### config.mk
export PLATFORM = sky130hd
export DESIGN_NAME = ascii_speed_parser
export DESIGN_NICKNAME = d
export VERILOG_FILES = /design/src/rtl/lcd_inst_pkg.sv /design/src/rtl/ascii_digit_decode.sv /design/src/rtl/ascii_speed_parser.sv
export SDC_FILE = /design/constraint.sdc
export NUM_CORES = 1
export LEC_CHECK = 0
export ABC_AREA = 1
export ABC_CLOCK_PERIOD_IN_PS = 4350
export CAP_MARGIN = 10
export CORE_ASPECT_RATIO = 0.7
export CORE_MARGIN = 1.5
export CORE_UTILIZATION = 50
export DETAILED_ROUTE_END_ITERATION = 12
export PLACE_DENSITY = 0.71
export SLEW_MARGIN = 20
export SYNTH_ARGS = -nofsm -noshare
export SYNTH_HDL_FRONTEND = slang
export SYNTH_HIERARCHICAL = 1
export SYNTH_SLANG_ARGS = --single-unit
### constraint.sdc
create_clock -name clk -period 4.35 [get_ports clk]
set_clock_uncertainty 0.2 [all_clocks]
set_input_delay 0.6525 -clock clk [delete_from_list [all_inputs] [get_ports clk]]
set_output_delay 0.6525 -clock clk [all_outputs]
set_load 0.1 [all_outputs]
### src/rtl/lcd_inst_pkg.sv
// lcd_inst_pkg: shared character constants, parser state type and byte classifiers
package lcd_inst_pkg;
  localparam logic [7:0] ASCII_SPACE = 8'h20;
  localparam logic [7:0] ASCII_CR = 8'h0D;
  localparam logic [7:0] ASCII_LF = 8'h0A;
  localparam logic [7:0] ASCII_S = 8'h53;
  localparam logic [7:0] ASCII_s = 8'h73;
  localparam logic [7:0] _0 = 8'h30;
  localparam logic [7:0] _1 = 8'h31;
  localparam logic [7:0] _2 = 8'h32;
  localparam logic [7:0] _3 = 8'h33;
  localparam logic [7:0] _4 = 8'h34;
  localparam logic [7:0] _5 = 8'h35;
  localparam logic [7:0] _6 = 8'h36;
  localparam logic [7:0] _7 = 8'h37;
  localparam logic [7:0] _8 = 8'h38;
  localparam logic [7:0] _9 = 8'h39;
  typedef enum logic [1:0] {IDLE, GOT_S, GOT_DIGIT, HOLD} parser_state_t;
  function automatic logic is_s_char(input logic [7:0] b);
    return b == ASCII_S || b == ASCII_s;
  endfunction
  function automatic logic is_term_char(input logic [7:0] b);
    return b == ASCII_CR || b == ASCII_LF;
  endfunction
endpackage

### src/rtl/ascii_digit_decode.sv
// ascii_digit_decode: classifies an ASCII byte as a decimal digit and returns its value
module ascii_digit_decode
  import lcd_inst_pkg::*;
(
  input  logic [7:0] byte_in,
  output logic       is_digit,
  output logic [3:0] value
);
  always_comb begin
    is_digit = byte_in >= _0 && byte_in <= _9;
    value = is_digit ? byte_in[3:0] : 4'd0;
  end
endmodule

### src/rtl/ascii_speed_parser.sv
// ascii_speed_parser: decodes "S<digit><CR|LF>" frames into a clamped speed with valid/ready handshakes
module ascii_speed_parser
  import lcd_inst_pkg::*;
#(
  parameter int TIMEOUT_CYCLES = 50_000_000,
  parameter int MAX_SPEED = 5
) (
  input  logic       clk,
  input  logic       rst_n,
  input  logic [7:0] rx_data,
  input  logic       rx_valid,
  output logic       rx_ready,
  output logic [3:0] speed,
  output logic       speed_valid,
  input  logic       speed_ready,
  output logic       frame_err,
  output logic       clamped
);
  localparam int CW = TIMEOUT_CYCLES > 1 ? $clog2(TIMEOUT_CYCLES) : 1;
  localparam logic [3:0] MAX4 = 4'(MAX_SPEED);
  localparam logic [CW-1:0] LAST = CW'(TIMEOUT_CYCLES - 1);
  parser_state_t state_q, state_d;
  logic [CW-1:0] cnt_q, cnt_d;
  logic [3:0] digit_q, digit_d, speed_q, speed_d;
  logic clamped_q, clamped_d, frame_err_q, frame_err_d;
  logic is_digit, is_s, is_term, acc, active, timeout, load;
  logic [3:0] value;
  ascii_digit_decode u_dec (
    .byte_in (rx_data),
    .is_digit(is_digit),
    .value   (value)
  );
  always_ff @(posedge clk) begin
    if (!rst_n) begin
      state_q <= IDLE;
      cnt_q <= '0;
      digit_q <= '0;
      speed_q <= '0;
      clamped_q <= 1'b0;
      frame_err_q <= 1'b0;
    end else begin
      state_q <= state_d;
      cnt_q <= cnt_d;
      digit_q <= digit_d;
      speed_q <= speed_d;
      clamped_q <= clamped_d;
      frame_err_q <= frame_err_d;
    end
  end
  always_comb begin
    is_s = is_s_char(rx_data);
    is_term = is_term_char(rx_data);
    acc = rx_valid && rx_ready;
    active = state_q == GOT_S || state_q == GOT_DIGIT;
    timeout = active && !acc && cnt_q == LAST;
    case (state_q)
      IDLE:      state_d = acc && is_s ? GOT_S : IDLE;
      GOT_S:     state_d = timeout ? IDLE : !acc ? GOT_S : is_s ? GOT_S : is_digit ? GOT_DIGIT : IDLE;
      GOT_DIGIT: state_d = timeout ? IDLE : !acc ? GOT_DIGIT : is_term ? HOLD : is_s ? GOT_S : IDLE;
      default:   state_d = speed_ready ? IDLE : HOLD;
    endcase
  end
  always_comb begin
    load = state_q == GOT_DIGIT && acc && is_term;
    digit_d = state_q == GOT_S && acc && is_digit ? value : digit_q;
    speed_d = load ? (digit_q > MAX4 ? MAX4 : digit_q) : speed_q;
    clamped_d = load ? digit_q > MAX4 : clamped_q;
    frame_err_d = timeout || (acc && !is_s && ((state_q == GOT_S && !is_digit) || (state_q == GOT_DIGIT && !is_term)));
    cnt_d = active && !acc && !timeout ? cnt_q + 1'b1 : '0;
  end
  always_comb begin
    rx_ready = rst_n && state_q != HOLD;
    speed_valid = state_q == HOLD;
    speed = speed_q;
    clamped = clamped_q;
    frame_err = frame_err_q;
  end
endmodule

==> qor.yml, run 1 <==
status: "finished, final reports clean"
grt_use_total: 0.221
vdd_drop_max_mv: 0.241
path_max_fanout: 3
largest_net_degree_at_the_start_of_global_routing: 27
clkPwrFrac: 0.443
final_global_route_overflow_total: 0
clock_insertion_delay_worst_skew_ps: 280
maxClockFrequency_ghz: 0.346
maximum_level_of_the_cts_h_tree: 2
power.share.switching: 0.194
io_buffer_count: 19
final.period_utilization: 0.664
final_common_cell: "nand2_1"
floorplan.die.height_um: 56.6
wire_length_of_the_first_global_routing_pass_mm: 7.59
cts_setup_buffers: 0
fp.dieW_um: 79.6
arrival_ps: 2040
final_antenna_net_count: 0
syn_inst: 301
setup_violations: 0
finalHoldWorstSlack_ps: 256
rows: 19
critical_path.slowest_cell: "clkdlybuf4s50_1"
power_leakage_nw: 0.920
antenna_cells_inserted: 0
first_pass_iters: 5
syn-num-nets: 318
yosysWarningCount: 6
netSwitchingPower_w: 0.000131
max-clock-path-buffers: 2
max_slew.worst_pin.slew_ps: 965
post_cts_resize_count: 0
syn_area_per_cell_um2: 6.82
grt_setup_unrepaired: "false"
critPathLaunchType: "register"
layout_common_cells: "nand2_1, nor2_1, inv_1"
drive_above_1_share: 0.0772
synth_top_cells_by_area: "dfxtp_1, nand2_1, nor2_1, inv_1, nand3_1"
count_of_max_cap_constraint_violations: 0
relative_slew_margins: 0.354
first_global_vias: 1640
instances_no_fill: 376
io_pins: 20
synth_cell_type_count: 30
hpwlAfterDp_mm: 3.43
p_int_w: 0.000544
detailroute.via_count: 1859
synth.largest_area_cell: "dfxtp_1"
path_delay_family: "buffers and inverters"
synth_top_area_frac: 0.371
fin_total_pwr_w: 0.000674
detail_route.wl_per_cell_um: 11.8
criticalPathCategory: "register to output port"
maximum_single_stage_delay_on_the_critical_path_ps: 1160
drv_slew: 0
placeableCoreArea_um2: 3920
clockRootBuffer: "clkbuf_8"
cp_cell_sequence: "ha_1 > clkdlybuf4s50_1"
timing.hold.worst.class: "register to register"
crit_required_ps: 3500
antenna_violations_before_repair: 0
syn_area_um2: 2050
tritoncts.num_buffers: 5
flow.area_growth_from_synthesis_pct: 17.0
area.sequential_um2: 761
layout.filler_cells: 380
routabilityCongestion: 0.930
multi_input_area_um2: 1120
initial_cell_density_of_the_core: 0.523
postSynthRegisterBits: 38
avgViaCountPerCell: 4.94
min_period_ps: 2890
post-route-drc-count: 0
power-per-cell-area_nw_per_um2: 281
p_seq_frac: 0.516
cts_hold_buffers: 0
seq_area_frac_synth: 0.371
critical_path.endpoint_type: "output port"
clk_pin_slew_worst_paths_ps: 70
layout.nets: 341
placed_insts: 369
critPathBufInv: 1
tritoncts_clock_tree: "yes"
comb_power_share: 0.042
die-area_um2: 4500
cts_sinks: 38
final_hold_viol_count: 0
final_setup_tns_ps: 0
first_iter_violations: 125
detail_route.wirelength_mm: 4.43
## worst paths after layout
kind	start	to	slack, ps	cells after the start
max reg2reg	cnt_q[0]$_SDFF_PN0_	cnt_q[2]$_SDFF_PN0_	2250	8
max	state_q[0]$_SDFF_PN0_	speed_valid	1460	2
min	cnt_q[0]$_SDFF_PN0_	cnt_q[0]$_SDFF_PN0_	260	1
min reg2reg	cnt_q[0]$_SDFF_PN0_	cnt_q[0]$_SDFF_PN0_	260	1
## cells by family after synthesis
| family | after synthesis | synth area share |
|---|---|---|
| AO/OA/AOI/OAI | 28 | 0.0732 |
| buffers and inverters | 44 | 0.0829 |
| XOR/XNOR | 12 | 0.0512 |
| flip-flops | 38 | 0.371 |
| AND/OR/NAND/NOR | 174 | 0.391 |
| adder cells (fa/ha/maj) | 5 | 0.0305 |
## layer usage
| layer | up-vias | global-route usage | routed length [um] | share of wire |
|---|---|---|---|---|
| li1 | 989 | - | - | - |
| met1 | 829 | 0.353 | 2540 | 0.57 |
| met2 | 39 | 0.276 | 1580 | 0.36 |
| met3 | 2 | 0.0585 | 277 | 0.062 |
| met4 | 0 | 0.0727 | 36 | 0.0081 |
| met5 | - | 0 | 0 | 0 |
## cell usage after synthesis
master / count
a21oi_2: 1
ha_1: 5
nand2_4: 1
nand2_1: 65
xnor2_1: 5
nor3_1: 5
nor2_2: 5
xor2_1: 7
buf_4: 1
nor3_4: 1
dfxtp_1: 38
clkbuf_1: 1
nand3_2: 1
or2_2: 2
o21ai_2: 1
a21oi_1: 15
o211ai_1: 1
nor3b_1: 4
nor2_1: 56
nand4_1: 4
nand3b_1: 6
nand2_2: 2
inv_1: 41
or3_1: 1
or2_0: 1
nand3_1: 17
buf_2: 1
o21ai_0: 10
nand4_2: 1
nor3_2: 2
## sequential cells by signal, summed over array words and instances, names as in the netlist
| name | cells |
|---|---|
| speed | 4 |
| digit_q | 4 |
| clamped | 1 |
| cnt_q | 26 |
| state_q | 2 |
| frame_err | 1 |
## power groups by stage
| stage | clock (W) | sequential [W] | combinational, W |
|---|---|---|---|
| floorplan | 0 | 0.000356 | 0.0000135 |
| global placement | 0 | 0.000356 | 0.0000278 |
| detailed placement | 0 | 0.000356 | 0.0000281 |
| CTS | 0.000307 | 0.000348 | 0.0000282 |
| global route | 0.000321 | 0.000348 | 0.0000312 |
| finish | 0.000299 | 0.000348 | 0.0000281 |
## stage by stage
stage | utilization | area, um2 | setup slack [ps]
after floorplan | - | 2050 | 831
after global placement | 0.583 | 2290 | 1570
after detailed placement | 0.583 | 2290 | 1430
after CTS | 0.612 | 2400 | 1440
after global routing | 0.612 | 2400 | 1380
final | 0.612 | 2400 | 1460
## final cells by class
cell class,count,share of cell area
Multi-Input combinational cell,219,0.467
Sequential cell,38,0.317
Timing Repair Buffer,19,0.0782
Inverter,41,0.0641
Clock buffer,6,0.0344
Tap cell,52,0.0271
Clock inverter,1,0.0125
Power figures use the tool's default switching activity.
==> inputs of run 2 (changes only) <==
--- a/config.mk
+++ b/config.mk
@@ -6,13 +6,13 @@
 export NUM_CORES = 1
 export LEC_CHECK = 0
 export ABC_AREA = 1
-export ABC_CLOCK_PERIOD_IN_PS = 4350
+export ABC_CLOCK_PERIOD_IN_PS = 2400
 export CAP_MARGIN = 10
 export CORE_ASPECT_RATIO = 0.7
 export CORE_MARGIN = 1.5
 export CORE_UTILIZATION = 50
 export DETAILED_ROUTE_END_ITERATION = 12
-export PLACE_DENSITY = 0.71
+export PLACE_DENSITY = 0.74
 export SLEW_MARGIN = 20
 export SYNTH_ARGS = -nofsm -noshare
 export SYNTH_HDL_FRONTEND = slang
==> constraint.sdc (replaced) <==
create_clock -name clk -period 2.4 [get_ports clk]
set_clock_uncertainty 0.2 [all_clocks]
set_input_delay 0.36 -clock clk [delete_from_list [all_inputs] [get_ports clk]]
set_output_delay 0.36 -clock clk [all_outputs]
set_load 0.1 [all_outputs]
==> qor.yml, run 2 (same netlist as run 1, synthesis figures left out) <==
initial_cell_density_of_the_core: 0.523  # unchanged
maximum_single_stage_delay_on_the_critical_path_ps: 420  # -740 ps
netSwitchingPower_w: 0.000254  # +94%
clk_pin_slew_worst_paths_ps: 70  # about the same
final_core_util: 0.611  # -0.00128
first_global_vias: 1661  # +1.3%
clkPwrFrac: 0.398  # -0.045
arrival_ps: 2060  # +20 ps
critical_path.endpoint_type: "register"
number_of_flip_flops_under_the_largest_register_name: 26  # unchanged
postLayoutSetupSlackWorst_ps: 342  # -1120 ps
tritoncts.num_buffers: 5  # unchanged
power.share.switching: 0.222  # +0.0287
placedInstanceArea_um2: 2300  # +0.55%
routabilityCongestion: 0.889  # -4.4%
cts_hold_buffers: 0  # unchanged
drive_above_1_share: 0.110  # +0.0333
criticalPathCategory: "register to register"
power-per-cell-area_nw_per_um2: 477  # +70%
layout_common_cells: "nand2_1, nor2_1, inv_1"
detail_route.wl_per_cell_um: 11.6  # -1.8%
io_buffer_count: 19  # unchanged
antenna_violations_before_repair: 0  # unchanged
grt_setup_unrepaired: "false"
crit_required_ps: 2400  # -1100 ps
setup.worst_path.start: "cnt_q[0]$_SDFF_PN0_"
clockRootBuffer: "clkbuf_8"
comb_power_share: 0.050  # +0.008
largest_net_degree_at_the_start_of_global_routing: 27  # unchanged
final_antenna_net_count: 0  # unchanged
relative_slew_margins: 0.638  # +0.284
cts_setup_buffers: 0  # unchanged
largest-register: "cnt_q"
fin_area_um2: 2400  # -0.21%
instances_no_fill: 378  # +0.53%
worst_r2r_startpoint: "cnt_q[0]$_SDFF_PN0_"
first_iter_violations: 145  # +16%
final.period_utilization: 0.858
clock_insertion_delay_worst_skew_ps: 290  # about the same
multi_input_area_um2: 1130  # +0.89%
layout.nets: 342  # +0.29%
tritoncts_clock_tree: "yes"
final_common_cell: "nand2_1"
maximum_level_of_the_cts_h_tree: 2  # unchanged
wire_length_of_the_first_global_routing_pass_mm: 7.69  # +1.4%
p_seq_frac: 0.552  # +0.036
min_from: "cnt_q[0]$_SDFF_PN0_"
placeableCoreArea_um2: 3920  # unchanged
critPathLaunchType: "register"
final_setup_tns_ps: 0  # unchanged
antenna_cells_inserted: 0  # unchanged
first_pass_iters: 5  # unchanged
hpwlAfterDp_mm: 3.41  # -0.56%
fp.dieW_um: 79.6  # unchanged
timing.hold.worst.class: "register to register"
cts_sinks: 38  # unchanged
max-clock-path-buffers: 2  # unchanged
detailroute.via_count: 1868  # +0.48%
max_slew.worst_pin.slew_ps: 542  # -424 ps
final_hold_viol_count: 0  # unchanged
final_global_route_overflow_total: 0  # unchanged
setup_violations: 0  # unchanged
post-route-drc-count: 0  # unchanged
power_leakage_nw: 0.932  # +1.2%
drv_slew: 0  # unchanged
floorplan.die.height_um: 56.6  # unchanged
count_of_max_cap_constraint_violations: 0  # unchanged
path_max_fanout: 26  # +23
critical_path.slowest_cell: "nand3_2"
io_pins: 20  # unchanged
die-area_um2: 4500  # unchanged
placed_insts: 370  # +0.27%
flow.area_growth_from_synthesis_pct: 16.8
area.sequential_um2: 761  # unchanged
avgViaCountPerCell: 4.94  # about the same
post_cts_resize_count: 0  # unchanged
min_period_ps: 2060
grt_use_total: 0.225  # +0.00439
maxClockFrequency_ghz: 0.486
layout.filler_cells: 380  # unchanged
p_int_w: 0.000888  # +63%
cp_cell_sequence: "ha_1 > nand2_1 > nor2_1 > nand3_1 > nor2_1 > nand2_1 > nand3_2 > nor3b_1"
detail_route.wirelength_mm: 4.38  # -1.2%
vdd_drop_max_mv: 0.507  # +110%
status: "finished, final reports clean"
rows: 19  # unchanged
pre_cts_slack_ps: 46.4  # -1380 ps
run 2: final cells by class:
| class | count | area share |
|---|---|---|
| flip-flops and latches | 38 | 0.317 |
| inverters | 41 | 0.0642 |
| clock inverters | 2 | 0.00522 |
| multi-input cells | 219 | 0.472 |
| well taps | 52 | 0.0272 |
| repair buffers | 20 | 0.0794 |
| clock buffers | 6 | 0.0345 |
run 2: power by group through the flow:
stage | logic, W | clock network (W) | registers [W]
6_report | 0.0000572 | 0.000454 | 0.000630
5_1_grt | 0.0000633 | 0.000496 | 0.000630
4_1_cts | 0.0000570 | 0.000465 | 0.000630
3_5_place_dp | 0.0000567 | 0 | 0.000645
3_3_place_gp | 0.0000561 | 0 | 0.000645
2_1_floorplan | 0.0000255 | 0 | 0.000645
run 2: worst max-delay path, delay by kind of cell (launching register included):
family	cells	cell delay, ps
flops	1	330
fa+ha+maj	1	210
simple gates	7	1230
run 2: worst paths after layout:
| kind | endpoint | slack, ps | depth (start not counted) |
|---|---|---|---|
| worst max-delay path | cnt_q[2]$_SDFF_PN0_ | 340 | 8 |
| worst max register to register | cnt_q[2]$_SDFF_PN0_ | 340 | 8 |
| worst min-delay path | cnt_q[0]$_SDFF_PN0_ | 250 | 1 |
| worst min register to register | cnt_q[0]$_SDFF_PN0_ | 250 | 1 |
run 2: metal layers:
metal / global-route usage / vias up / wire (um)
met1: 0.368 / 810 / 2440
met4: 0.0752 / 0 / 62
met5: 0 / - / 0
li1: - / 998 / -
met3: 0.0553 / 7 / 330
met2: 0.276 / 53 / 1550
run 2: per-stage QoR:
stage | hold WS (ps) | power (W)
2_1_floorplan | 218 | 0.000670
3_3_place_gp | 235 | 0.000701
3_5_place_dp | 245 | 0.000702
4_1_cts | 263 | 0.00115
5_1_grt | 287 | 0.00119
6_report | 255 | 0.00114
